`config.mk`:
```
export PLATFORM = sky130hd
export DESIGN_NAME = seq_detect_prog
export DESIGN_NICKNAME = d
export VERILOG_FILES = /design/src/rtl/seq_det_pkg.sv /design/src/rtl/seq_det_window.sv /design/src/rtl/seq_detect_prog.sv
export SDC_FILE = /design/constraint.sdc
export NUM_CORES = 1
export LEC_CHECK = 0
export BUFFER_PORTS_ARGS = -buffer_cell sky130_fd_sc_hd__buf_2
export CAP_MARGIN = 20
export CORE_ASPECT_RATIO = 0.75
export CORE_MARGIN = 2
export CORE_UTILIZATION = 55
export CTS_BUF_LIST = sky130_fd_sc_hd__clkbuf_4 sky130_fd_sc_hd__clkbuf_8 sky130_fd_sc_hd__clkbuf_16
export DETAILED_ROUTE_END_ITERATION = 12
export HOLD_SLACK_MARGIN = 0.08
export PLACE_DENSITY = 0.79
export SKIP_LAST_GASP = 1
export SLEW_MARGIN = 20
export SYNTH_ARGS = -nofsm -noshare
export SYNTH_HDL_FRONTEND = slang
export SYNTH_SLANG_ARGS = --single-unit
```
`constraint.sdc`:
```
create_clock -name clk -period 2.36 [get_ports clk]
set_input_delay 0.118 -clock clk [delete_from_list [all_inputs] [get_ports clk]]
set_output_delay 0.118 -clock clk [all_outputs]
set_load 0.01 [all_outputs]
```
`src/rtl/seq_det_pkg.sv`:
```
// Shared constants and sizing helper for the programmable serial-pattern detector.
package seq_det_pkg;

  localparam int DEF_MAX_LEN = 8;
  localparam int DEF_CNT_W   = 8;

  // Width needed to hold a length of 0..max_len inclusive.
  function automatic int len_width(input int max_len);
    return $clog2(max_len) + 1;
  endfunction

endpackage

```
`src/rtl/seq_det_window.sv`:
```
// History shift register, fill counter and length-masked pattern compare.
module seq_det_window
  import seq_det_pkg::*;
#(
  parameter int MAX_LEN = DEF_MAX_LEN,
  parameter int LEN_W   = len_width(DEF_MAX_LEN)
) (
  input  logic               clk,
  input  logic               rst,
  input  logic               clear,
  input  logic               accept,
  input  logic               restart,
  input  logic               din,
  input  logic [MAX_LEN-1:0] pattern,
  input  logic [LEN_W-1:0]   len,
  output logic               hit
);

  logic [MAX_LEN-2:0] hist;
  logic [LEN_W-1:0]   fill;
  logic [MAX_LEN-1:0] window;
  logic [LEN_W:0]     fill_plus;
  logic               enough;
  logic               same;

  assign window    = {hist, din};
  assign fill_plus = {1'b0, fill} + 1'b1;
  assign enough    = (fill_plus >= {1'b0, len});

  // Only the low len bits of the window take part in the compare.
  always_comb begin
    same = 1'b1;
    for (int i = 0; i < MAX_LEN; i++) begin
      if ((LEN_W'(i) < len) && (window[i] != pattern[i])) same = 1'b0;
    end
  end

  assign hit = enough & same;

  // A non-overlapping hit restarts the fill so the next match needs a full fresh pattern.
  always_ff @(posedge clk) begin
    if (rst || clear) begin
      hist <= '0;
      fill <= '0;
    end else if (accept) begin
      hist <= window[MAX_LEN-2:0];
      if (restart)
        fill <= '0;
      else if (fill != LEN_W'(MAX_LEN - 1))
        fill <= fill + 1'b1;
    end
  end

endmodule

```
`src/rtl/seq_detect_prog.sv`:
```
// Programmable Mealy serial-pattern detector with overlap mode and saturating match counter.
module seq_detect_prog
  import seq_det_pkg::*;
#(
  parameter int MAX_LEN = DEF_MAX_LEN,
  parameter int LEN_W   = len_width(DEF_MAX_LEN),
  parameter int CNT_W   = DEF_CNT_W
) (
  input  logic               clk,
  input  logic               rst,
  input  logic               cfg_load,
  input  logic [MAX_LEN-1:0] cfg_pattern,
  input  logic [LEN_W-1:0]   cfg_len,
  input  logic               cfg_overlap,
  input  logic               din_valid,
  input  logic               din,
  input  logic               cnt_clr,
  output logic               match,
  output logic [CNT_W-1:0]   match_cnt,
  output logic               cfg_err
);

  logic [MAX_LEN-1:0] pattern;
  logic [LEN_W-1:0]   len;
  logic               overlap;
  logic               accept;
  logic               hit;

  // Configuration is only sampled on cfg_load; reset leaves a 1-bit all-zero pattern.
  always_ff @(posedge clk) begin
    if (rst) begin
      pattern <= '0;
      len     <= LEN_W'(1);
      overlap <= 1'b0;
      cfg_err <= 1'b0;
    end else if (cfg_load) begin
      pattern <= cfg_pattern;
      len     <= cfg_len;
      overlap <= cfg_overlap;
      cfg_err <= (cfg_len == '0) || (cfg_len > LEN_W'(MAX_LEN));
    end
  end

  assign accept = din_valid & ~cfg_load;
  assign match  = accept & ~cfg_err & hit;

  seq_det_window #(
    .MAX_LEN(MAX_LEN),
    .LEN_W  (LEN_W)
  ) u_window (
    .clk    (clk),
    .rst    (rst),
    .clear  (cfg_load),
    .accept (accept),
    .restart(match & ~overlap),
    .din    (din),
    .pattern(pattern),
    .len    (len),
    .hit    (hit)
  );

  // A clear in the same cycle as a match wins, so that match is not counted.
  always_ff @(posedge clk) begin
    if (rst || cnt_clr)
      match_cnt <= '0;
    else if (match && (match_cnt != '1))
      match_cnt <= match_cnt + 1'b1;
  end

endmodule

```
==> results.yml, run 1 <==
run_status:
  status: "finished, final reports clean"
synthesis:
  syn_nets: 208
  synth.distinct_cells: 43
  yosysSeqAreaShare_pct: 40.06
  ys_seq_elements: 33
  synth-edff-count: 0
  synth_area_sq_um: 1649
  async_flop_share_pct: 0
  synth_top_area_share_pct: 40.06
  synth_top_area_cell: "dfxtp_1"
  synthTopCellsByCount: "33 x dfxtp_1, 26 x nor2_1, 20 x mux2i_1"
  avgSynthCellArea_sq_um: 9.011
  post-synth-top-count-cell: "dfxtp_1"
  synthCells: 183
  yosys_warnings: 0
  ys.flop_type: "dfxtp_1"
  synthTopCellsByArea: "dfxtp_1 40%, mux2i_1 12%, nor2_1 5.9%, ha_1 4.6%, xor2_1 3.2%"
worst_setup_path:
  worstSetupStartpointType: "register"
  cpPeakStageDelay_ps: 520
  criticalPathCategory: "reg2reg"
  crit_path_max_fanout: 6
  crit_arrival_ps: 2450
  reg2reg_depth: 9
  endpoint_kind: "register"
  cp_cell_sequence: "ha_4 -> xor2_1 -> ha_1 -> o21ai_0 -> o21ai_1 -> nand4_2 -> buf_4 -> or4_1 -> a21oi_2"
  critPathRequiredTime_ps: 2590
  cp_slowest_cell: "or4_1"
layout:
  diodes: 0
  area_growth_pct: 24.58
  fill_cells: 221
  fin_util_pct: 71.02
  design_area_sq_um: 2054
  nets: 248
  layoutNonFillerInstCount: 262
  drive_above_1_share_pct: 23.21
timing:
  skew_ps: 3.841
  fmax_ghz: 0.4500
  grt_setup_unrepaired: "false"
  fin_crit_sh_pct: 94.16
  post-route-min-period_ps: 2222
  setup_slack_ps: 137.9
  slew_headroom_pct: 76.20
  setup_viol: 0
  tns_ps: 0
  holdWs_ps: 83.15
  hold_violations: 0
  slew_violations: 0
  max_slew.worst_pin.slew_ps: 352.4
placement:
  placed_cells: 242
  place_area_sq_um: 1818
  routabilityCongestion: 0.8744
  io_buffers: 28
  dp_hpwl_microns: 2743
  dp_slack_ps: -153.3
pwr:
  intPower_uw: 905.1
  seq_power_share_pct: 49.4
  switching_share_pct: 24.15
  switchingPower_uw: 288.2
  ir_drop_mv: 0.4253
  p_clk_share_pct: 39.1
  combPwrFrac_pct: 11.5
  total_power_mw: 1.193
  leakage_nw: 0.9032
  p_per_area_nw_per_um2: 580.9
grt:
  overflow: 0
  grt_pass1_vias: 1390
  antenna_found_initial: 0
  grt_pass1_wl_microns: 6320
  grt_max_degree: 19
  gr-usage-all-layers_pct: 25.46
flow_run:
  drv_cap: 0
floorplanning:
  start_util_pct: 57.01
  coreArea_sq_um: 2893
  die_w_microns: 67.23
  num_rows: 17
  die_area_sq_um: 3457
  ios: 29
  die_h_microns: 51.42
detailed_routing:
  ant_nets: 0
  route.detailed.wl_per_inst_microns: 14.64
  firstDrtPassIters: 4
  drt_iter0_drc: 89
  vias: 1488
  drc: 0
  routed_wl_microns: 3835
  viasPerCell: 5.679
clock_tree:
  htreeDepth: 2
  numCtsBuffers: 5
  root_buffer: "clkbuf_8"
  cts_tree: "done"
  clk_latency_ps: 290
  clk_pin_slew_ps: 60
  clockBufferDepth: 2
  cts.sinks: 33
hold_path:
  hold_depth: 3
  holdCritPathClass: "in2reg"
[layout make-up]
| type | instances | area, sq um | share of cell area [%] |
|---|---|---|---|
| multi-input cells | 130 | 925.9 | 45.07 |
| inverters | 10 | 37.54 | 1.827 |
| clock inverters | 1 | 5.005 | 0.2436 |
| repair buffers | 43 | 275.3 | 13.40 |
| well taps | 38 | 47.55 | 2.314 |
| clock buffers | 7 | 96.34 | 4.689 |
| flip-flops and latches | 33 | 666.9 | 32.46 |
[repair_timing]
action | in CTS | in global routing
resized for setup | 3 | 5
setup endpoints to repair | 8 | 5
hold buffers | 9 | 0
pin swaps | 1 | 4
endpoints found under the hold margin | 9 | 0
buffers inserted | 3 | 0
[kinds of logic (layout without fill, tap and decap cells)]
family	after synthesis	in the layout	synth area share, %
xor+xnor	11	11	5.842
simple gates	59	59	18.29
buf+inv	20	61	4.780
mux	20	20	12.14
flops	33	33	40.06
compound gates	34	34	14.34
fa+ha+maj	6	6	4.552
[registers in the layout (all words and copies together), names as in the netlist]
| signal | count |
|---|---|
| overlap | 1 |
| len | 4 |
| u_window.fill | 4 |
| u_window.hist | 7 |
| match_cnt | 8 |
| pattern | 8 |
| cfg_err | 1 |
[worst max-delay path, delay by kind of cell, from the launching register on]
family	cells	cell delay [ps]
xor gates and xnor gates	1	150
and+or+nand+nor	2	630
AOI/OAI and AO/OA	3	390
adders and majority gates	2	450
DFF	1	370
buffers and inverters	1	170
[cells in the final DEF, fill, tap and decap left out, drive strengths merged, types with 2 or more instances in the layout]
cell type / Yosys / final
nand3: 6 / 6
mux2i: 20 / 20
ha: 6 / 6
o21ai: 9 / 9
nand2b: 2 / 2
inv: 10 / 10
o211ai: 2 / 2
xnor2: 5 / 5
nand4: 4 / 4
dlygate4sd3: 0 / 9
dfxtp: 33 / 33
nor3: 3 / 3
nand2: 3 / 3
a21oi: 7 / 7
xor2: 6 / 6
o41ai: 3 / 3
and3: 3 / 3
buf: 6 / 34
clkbuf: 4 / 7
or4: 2 / 2
or2: 2 / 2
a211oi: 3 / 3
nor2: 26 / 26
[metal layers]
metal	track usage, %	share of wire [%]
met5	0	0
met2	41.91	50
met4	10.20	1.7
met3	7.930	4.9
met1	30.81	44
[final timing paths]
check,startpoint,end,slack (ps)
max reg2reg,u_window.fill[0]$_SDFFE_PP0P_,match_cnt[7]$_SDFFE_PP0P_,140
max,u_window.fill[0]$_SDFFE_PP0P_,match_cnt[7]$_SDFFE_PP0P_,140
min,cfg_pattern[5],pattern[5]$_SDFFE_PP0P_,80
min reg2reg,u_window.hist[6]$_SDFFE_PP0P_,u_window.hist[6]$_SDFFE_PP0P_,520
[power by group through the flow]
stage	logic, mW	clock network, mW	registers (mW)
floorplan	0.0835	0	0.597
global placement	0.115	0	0.600
detailed placement	0.120	0	0.601
CTS	0.137	0.475	0.589
global route	0.151	0.505	0.591
finish	0.137	0.467	0.589
No activity file was read; power rests on OpenSTA's default activity.
==> inputs of run 2 (changes only) <==
--- a/config.mk
+++ b/config.mk
@@ -9,13 +9,14 @@
 export CAP_MARGIN = 20
 export CORE_ASPECT_RATIO = 0.75
 export CORE_MARGIN = 2
-export CORE_UTILIZATION = 55
+export CORE_UTILIZATION = 54
 export CTS_BUF_LIST = sky130_fd_sc_hd__clkbuf_4 sky130_fd_sc_hd__clkbuf_8 sky130_fd_sc_hd__clkbuf_16
 export DETAILED_ROUTE_END_ITERATION = 12
 export HOLD_SLACK_MARGIN = 0.08
-export PLACE_DENSITY = 0.79
+export PLACE_DENSITY = 0.78
 export SKIP_LAST_GASP = 1
 export SLEW_MARGIN = 20
 export SYNTH_ARGS = -nofsm -noshare
 export SYNTH_HDL_FRONTEND = slang
+export SYNTH_HIERARCHICAL = 1
 export SYNTH_SLANG_ARGS = --single-unit
==> run 2 against run 1 <==
Hold slack better by 10 ps. First-iteration DRC count rose by 35%. Fmax decreased by 23%. Power rose by 3.4%. Clock skew grew 4.7 ps. Non-clock buffer count grew 15. The run now ends with setup timing left. Final cell count increased by 5.3%. Highest routed layer unchanged. Largest cell class unchanged.
==> results.yml, run 2 <==
run_status:
  status: "finished with violations"
  violations: "setup timing"
layout:
  largest_registers: "match_cnt: 8 flops, pattern: 8 flops, u_window/hist: 7 flops"
  layout_common_cells: "32 x nor2_1, 31 x dfxtp_1, 27 x buf_2, 21 x mux2i_1, 19 x buf_4"
  diodes: 0
  fill_cells: 185
  register_area_sq_um: 663.1
  final_common_cell: "nor2_1"
  multiInputGateArea_sq_um: 1030
  nets: 262
  area_growth_pct: 40.40
  design_area_sq_um: 2270
  drive_above_1_share_pct: 37.39
clock_tree:
  htreeDepth: 2
  numCtsBuffers: 5
  cts_tree: "done"
  cts.sinks: 33
  root_buffer: "clkbuf_8"
  clk_latency_ps: 280
  clk_pin_slew_ps: 70
  clockBufferDepth: 2
timing:
  slew_headroom_pct: 68.09
  setup_viol: 13
  tns_ps: -5743
  hold_violations: 0
  fin_crit_sh_pct: 122.0
  holdWs_ps: 93.49
  slew_violations: 0
  grt_setup_unrepaired: "true"
  skew_ps: 8.589
  max_slew.worst_pin.slew_ps: 478.0
  post-route-min-period_ps: 2880
  fmax_ghz: 0.3472
  setup_slack_ps: -520.2
synthesis:
  avgSynthCellArea_sq_um: 9.031
  synth_top_area_share_pct: 40.87
  syn_nets: 204
  ys_seq_elements: 33
  synthTopCellsByArea: "dfxtp_1 41%, mux2i_1 13%, nor2_1 7.7%, xor2_1 4.9%, ha_1 4.6%"
  synth_area_sq_um: 1617
  synthTopCellsByCount: "33 x dfxtp_1, 33 x nor2_1, 21 x mux2i_1"
  ys.flop_type: "dfxtp_1"
  synthCells: 179
  synth-edff-count: 0
  async_flop_share_pct: 0
  yosys_warnings: 6
  yosysSeqAreaShare_pct: 40.87
  synth_top_area_cell: "dfxtp_1"
  synth.distinct_cells: 40
detailed_routing:
  drt_iter0_drc: 120
  met3_length_microns: 436
  vias: 1636
  drc: 0
  ant_nets: 0
  drt-met1-wl_microns: 2062
  firstDrtPassIters: 5
  routed_wl_microns: 5178
  wl_met2_microns: 2494
  viasPerCell: 5.928
  route.detailed.wl_per_inst_microns: 18.76
  maxUsedRoutingLayer: "met4"
pwr:
  switching_share_pct: 25.21
  combPwrFrac_pct: 14.2
  total_power_mw: 1.234
  p_per_area_nw_per_um2: 543.8
  seq_power_share_pct: 47.6
  intPower_uw: 923.2
  switchingPower_uw: 311.1
  leakage_nw: 1.016
  p_clk_share_pct: 38.2
  ir_drop_mv: 0.5496
worst_setup_path:
  crit_path_max_fanout: 6
  worstSetupStartpointType: "register"
  criticalPathCategory: "reg2reg"
  critPathRequiredTime_ps: 2560
  r2r-end: "match_cnt[0]$_SDFFE_PP0P_"
  reg2reg_depth: 12
  crit_arrival_ps: 3080
  regToRegStartpoint: "u_window/hist[2]$_SDFFE_PP0P_"
  endpoint_kind: "register"
  r2r_slack_ps: -520
grt:
  antenna_found_initial: 0
  grt_pass1_vias: 1543
  gr-usage-all-layers_pct: 29.22
  overflow: 0
  grt_pass1_wl_microns: 7251
  grt_max_degree: 20
flow_run:
  drv_cap: 0
floorplanning:
  num_rows: 17
  coreArea_sq_um: 2893
  start_util_pct: 55.88
  die_w_microns: 67.18
  die_h_microns: 51.39
  die_area_sq_um: 3452
  ios: 29
hold_path:
  holdCritPathClass: "in2reg"
  worstHoldStart: "cfg_pattern[1]"
  holdPathEnd: "pattern[1]$_SDFFE_PP0P_"
  hold_depth: 3
placement:
  routabilityCongestion: 0.7882
  place_area_sq_um: 1951
  dp_slack_ps: -418.5
  dp_hpwl_microns: 2748
  io_buffers: 28
[run 2: changes by cell type in the layout (fill, tap and decap cells not counted), moves of 5 or more]
cell and delta:
o21ai_0 -6, dlygate4sd3_1 -6, buf_4 +13, nor2_1 +6, buf_6 +9, inv_1 -5
[run 2: logic make-up (layout without fill, tap and decap cells)]
family / Yosys count / after routing / synth area share [%]
flops: 33 / 33 / 40.87
mux: 21 / 21 / 13.00
buf+inv: 12 / 71 / 3.327
compound gates: 29 / 29 / 11.38
xor+xnor: 13 / 13 / 7.043
fa+ha+maj: 6 / 6 / 4.644
simple gates: 65 / 65 / 19.74
[run 2: metal layers]
metal	vias up	GRT usage, %
met5	-	0
met4	0	8.844
met3	23	6.167
met2	102	47.85
met1	773	38.55
li1	738	-
[run 2: metrics by stage]
| stage | utilization (%) | std cells |
|---|---|---|
| after floorplan | - | 179 |
| after global placement | 67.43 | 258 |
| after detailed placement | 67.43 | 258 |
| after CTS | 76.17 | 273 |
| after global routing | 78.46 | 276 |
| final | 78.46 | 276 |
[run 2: worst max-delay path, cell delays in order, from the launching register on]
cell      delay, ps
dfxtp_2         350
xor2_2          170
a311oi_2        240
o211ai_1        150
or4_4           540
a221oi_2        300
and4bb_2        310
buf_6           120
buf_6           120
buf_6           100
o21ai_4          60
xor2_1          180
nor2_1          160
[run 2: area by class of cell]
cell class                 instances  share of cell area [%]
clock buffer                       7                   4.245
clock inverter                     1                  0.2205
inverter                           5                  0.8269
multi-input combinational        134                   45.37
sequential                        33                   29.22
tap                               38                   2.095
timing repair buffer              58                   18.03
[run 2: worst max path at each step]
stage	startpoint	endpoint	slack, ps	cells past startpoint
detailed placement	u_window/hist[5]$_SDFFE_PP0P_	u_window/fill[2]$_SDFFE_PP0P_	-420	11
finish	u_window/hist[2]$_SDFFE_PP0P_	match_cnt[0]$_SDFFE_PP0P_	-520	12
global route	u_window/hist[5]$_SDFFE_PP0P_	match_cnt[0]$_SDFFE_PP0P_	-610	12
global placement	u_window/hist[5]$_SDFFE_PP0P_	u_window/fill[2]$_SDFFE_PP0P_	-170	11
CTS	u_window/hist[5]$_SDFFE_PP0P_	u_window/fill[2]$_SDFFE_PP0P_	-360	11
floorplan	u_window/hist[5]$_SDFFE_PP0P_	u_window/fill[2]$_SDFFE_PP0P_	-210	12
[run 2: power by group through the flow]
stage          registers (mW)  logic (mW)  clock network, mW
2_1_floorplan           0.597      0.0841                  0
3_3_place_gp            0.597       0.131                  0
3_5_place_dp            0.598       0.137                  0
4_1_cts                 0.586       0.156              0.461
5_1_grt                 0.589       0.186              0.490
6_report                0.588       0.175              0.471
[run 2: timing repair]
action,CTS,global route
endpoints found under the setup margin,13,13
gates resized for setup,21,12
hold buffers,3,0
setup buffers,4,3
hold endpoints to repair,3,0
pin swaps,12,13
==> inputs of run 3 (changes only) <==
--- a/config.mk
+++ b/config.mk
@@ -14,6 +14,7 @@
 export DETAILED_ROUTE_END_ITERATION = 12
 export HOLD_SLACK_MARGIN = 0.08
 export PLACE_DENSITY = 0.78
+export SETUP_SLACK_MARGIN = 0.3
 export SKIP_LAST_GASP = 1
 export SLEW_MARGIN = 20
 export SYNTH_ARGS = -nofsm -noshare
==> run 3 against run 2 <==
Sequential cell count unchanged. The flow still finishes with violations (setup timing). Register-to-register slack better by 60 ps. Non-clock buffer count up 3. Largest power group unchanged. Sequential share of layout area up 0.18 points. Via count down 5.8%. Final cell count up 0.72%. Hold slack worse by 0.72 ps. Design area down 0.61%. Clock power up 7.0%.
==> results.yml, run 3 (synthesis results as in run 2) <==
timing:
  hold_violations: 0
  max_slew.worst_pin.slew_ps: 595.1
  post-route-min-period_ps: 2822
  setup_viol: 13
  skew_ps: 9.372
  slew_violations: 0
  fin_crit_sh_pct: 119.6
  holdWs_ps: 92.76
  grt_setup_unrepaired: "true"
  fmax_ghz: 0.3543
  slew_headroom_pct: 60.24
  setup_slack_ps: -462.1
detailed_routing:
  drc: 0
  firstDrtPassIters: 4
  vias: 1541
  viasPerCell: 5.543
  ant_nets: 0
  routed_wl_microns: 4443
  drt_iter0_drc: 108
  route.detailed.wl_per_inst_microns: 15.98
worst_setup_path:
  cpPeakStageDelay_ps: 500
  worst-path-stages: 11
  crit_arrival_ps: 3040
  criticalPathCategory: "reg2reg"
  reg2reg_depth: 11
  endpoint_kind: "register"
  cp_slowest_cell: "or4_4"
  cp_cell_sequence: "xor2_2 -> a311oi_1 -> o211ai_1 -> or4_4 -> a221oi_2 -> and4bb_2 -> buf_4 -> buf_6 -> and4_4 -> a21oi_2 -> nor3_2"
  crit_path_max_fanout: 6
  r2r_slack_ps: -460
  critPathRequiredTime_ps: 2570
  cpLargestDelayFamily: "simple AND/OR/NAND/NOR gates"
  critPathBufInv: 2
  worstSetupStartpointType: "register"
floorplanning:
  start_util_pct: 55.88
  num_rows: 17
  ios: 29
  die_h_microns: 51.39
  coreArea_sq_um: 2893
  die_w_microns: 67.18
  die_area_sq_um: 3452
grt:
  antenna_found_initial: 0
  grt_max_degree: 20
  overflow: 0
  grt_pass1_vias: 1461
  gr-usage-all-layers_pct: 27.10
  grt_pass1_wl_microns: 6775
clock_tree:
  cts.sinks: 33
  numCtsBuffers: 5
  clk_latency_ps: 290
  root_buffer: "clkbuf_8"
  clockBufferDepth: 2
  cts_tree: "done"
  htreeDepth: 2
  clk_pin_slew_ps: 70
layout:
  largest_registers: "match_cnt: 8 flops, pattern: 8 flops, u_window/hist: 7 flops"
  layoutNonFillerInstCount: 278
  diodes: 0
  drive_above_1_share_pct: 33.33
  area_growth_pct: 39.55
  fin_util_pct: 77.98
  fill_cells: 187
  nets: 265
  layout_common_cells: "32 x nor2_1, 31 x dfxtp_1, 27 x buf_2, 21 x mux2i_1, 21 x buf_4"
  final_common_cell: "nor2_1"
pwr:
  seq_power_share_pct: 47.0
  switchingPower_uw: 290.2
  ir_drop_mv: 0.4600
  intPower_uw: 961.9
  p_per_area_nw_per_um2: 555.0
  combPwrFrac_pct: 12.8
  leakage_nw: 1.025
  switching_share_pct: 23.17
  p_clk_share_pct: 40.2
  total_power_mw: 1.252
placement:
  placed_cells: 256
  dp_slack_ps: -402.2
  routabilityCongestion: 0.8095
  dp_hpwl_microns: 2689
  io_buffers: 28
run_status:
  status: "finished with violations"
  violations: "setup timing"
hold_path:
  holdCritPathClass: "in2reg"
  hold_depth: 3
flow_run:
  drv_cap: 0
==> run 3: worst paths after layout <==
kind	to	startpoint
setup / recovery	match_cnt[7]$_SDFFE_PP0P_	u_window/hist[5]$_SDFFE_PP0P_
hold / removal	pattern[3]$_SDFFE_PP0P_	cfg_pattern[3]
setup reg to reg	match_cnt[7]$_SDFFE_PP0P_	u_window/hist[5]$_SDFFE_PP0P_
hold reg to reg	cfg_err$_SDFFE_PP0P_	cfg_err$_SDFFE_PP0P_
==> run 3: cell type report <==
class                           instances  area [sq um]  share of cell area (%)
Multi-Input combinational cell        134         996.0                   44.15
Inverter                                5         18.77                  0.8319
Sequential cell                        33         663.1                   29.40
Timing Repair Buffer                   61         426.7                   18.91
Clock buffer                            5         68.82                   3.050
Clock inverter                          2         35.03                   1.553
Tap cell                               38         47.55                   2.108
==> run 3: power groups by stage <==
stage	Clock [mW]	Combinational, mW	Sequential (mW)
2_1_floorplan	0	0.0841	0.597
3_3_place_gp	0	0.123	0.598
3_5_place_dp	0	0.129	0.599
4_1_cts	0.512	0.148	0.587
5_1_grt	0.540	0.173	0.589
6_report	0.504	0.160	0.588
==> run 3: tightest hold or removal path: stages <==
cell,delay (ps)
buf_2,80
mux2i_1,70
nor2_1,80
==> run 3: metal layers <==
| layer | share of wire, % | GRT usage (%) | up-vias |
|---|---|---|---|
| li1 | - | - | 744 |
| met5 | 0 | 0 | - |
| met3 | 6.6 | 6.608 | 15 |
| met2 | 47 | 41.58 | 66 |
| met1 | 43 | 35.21 | 716 |
| met4 | 3.3 | 13.95 | 0 |
==> run 3: metrics by stage <==
stage               cell area (sq um)  setup TNS (ps)
floorplan                        1652          -896.4
global route                     2256           -5925
CTS                              2196           -4008
detailed placement               1936           -3182
finish                           2256           -5079
global placement                 1936           -1273
==> run 3: repair_timing <==
| item | in CTS | in global routing |
|---|---|---|
| gates resized for setup | 11 | 10 |
| setup buffers | 3 | 2 |
| endpoints found under the hold margin | 10 | 0 |
| pin swaps | 8 | 3 |
| setup endpoints to repair | 13 | 13 |
| hold buffers | 10 | 0 |
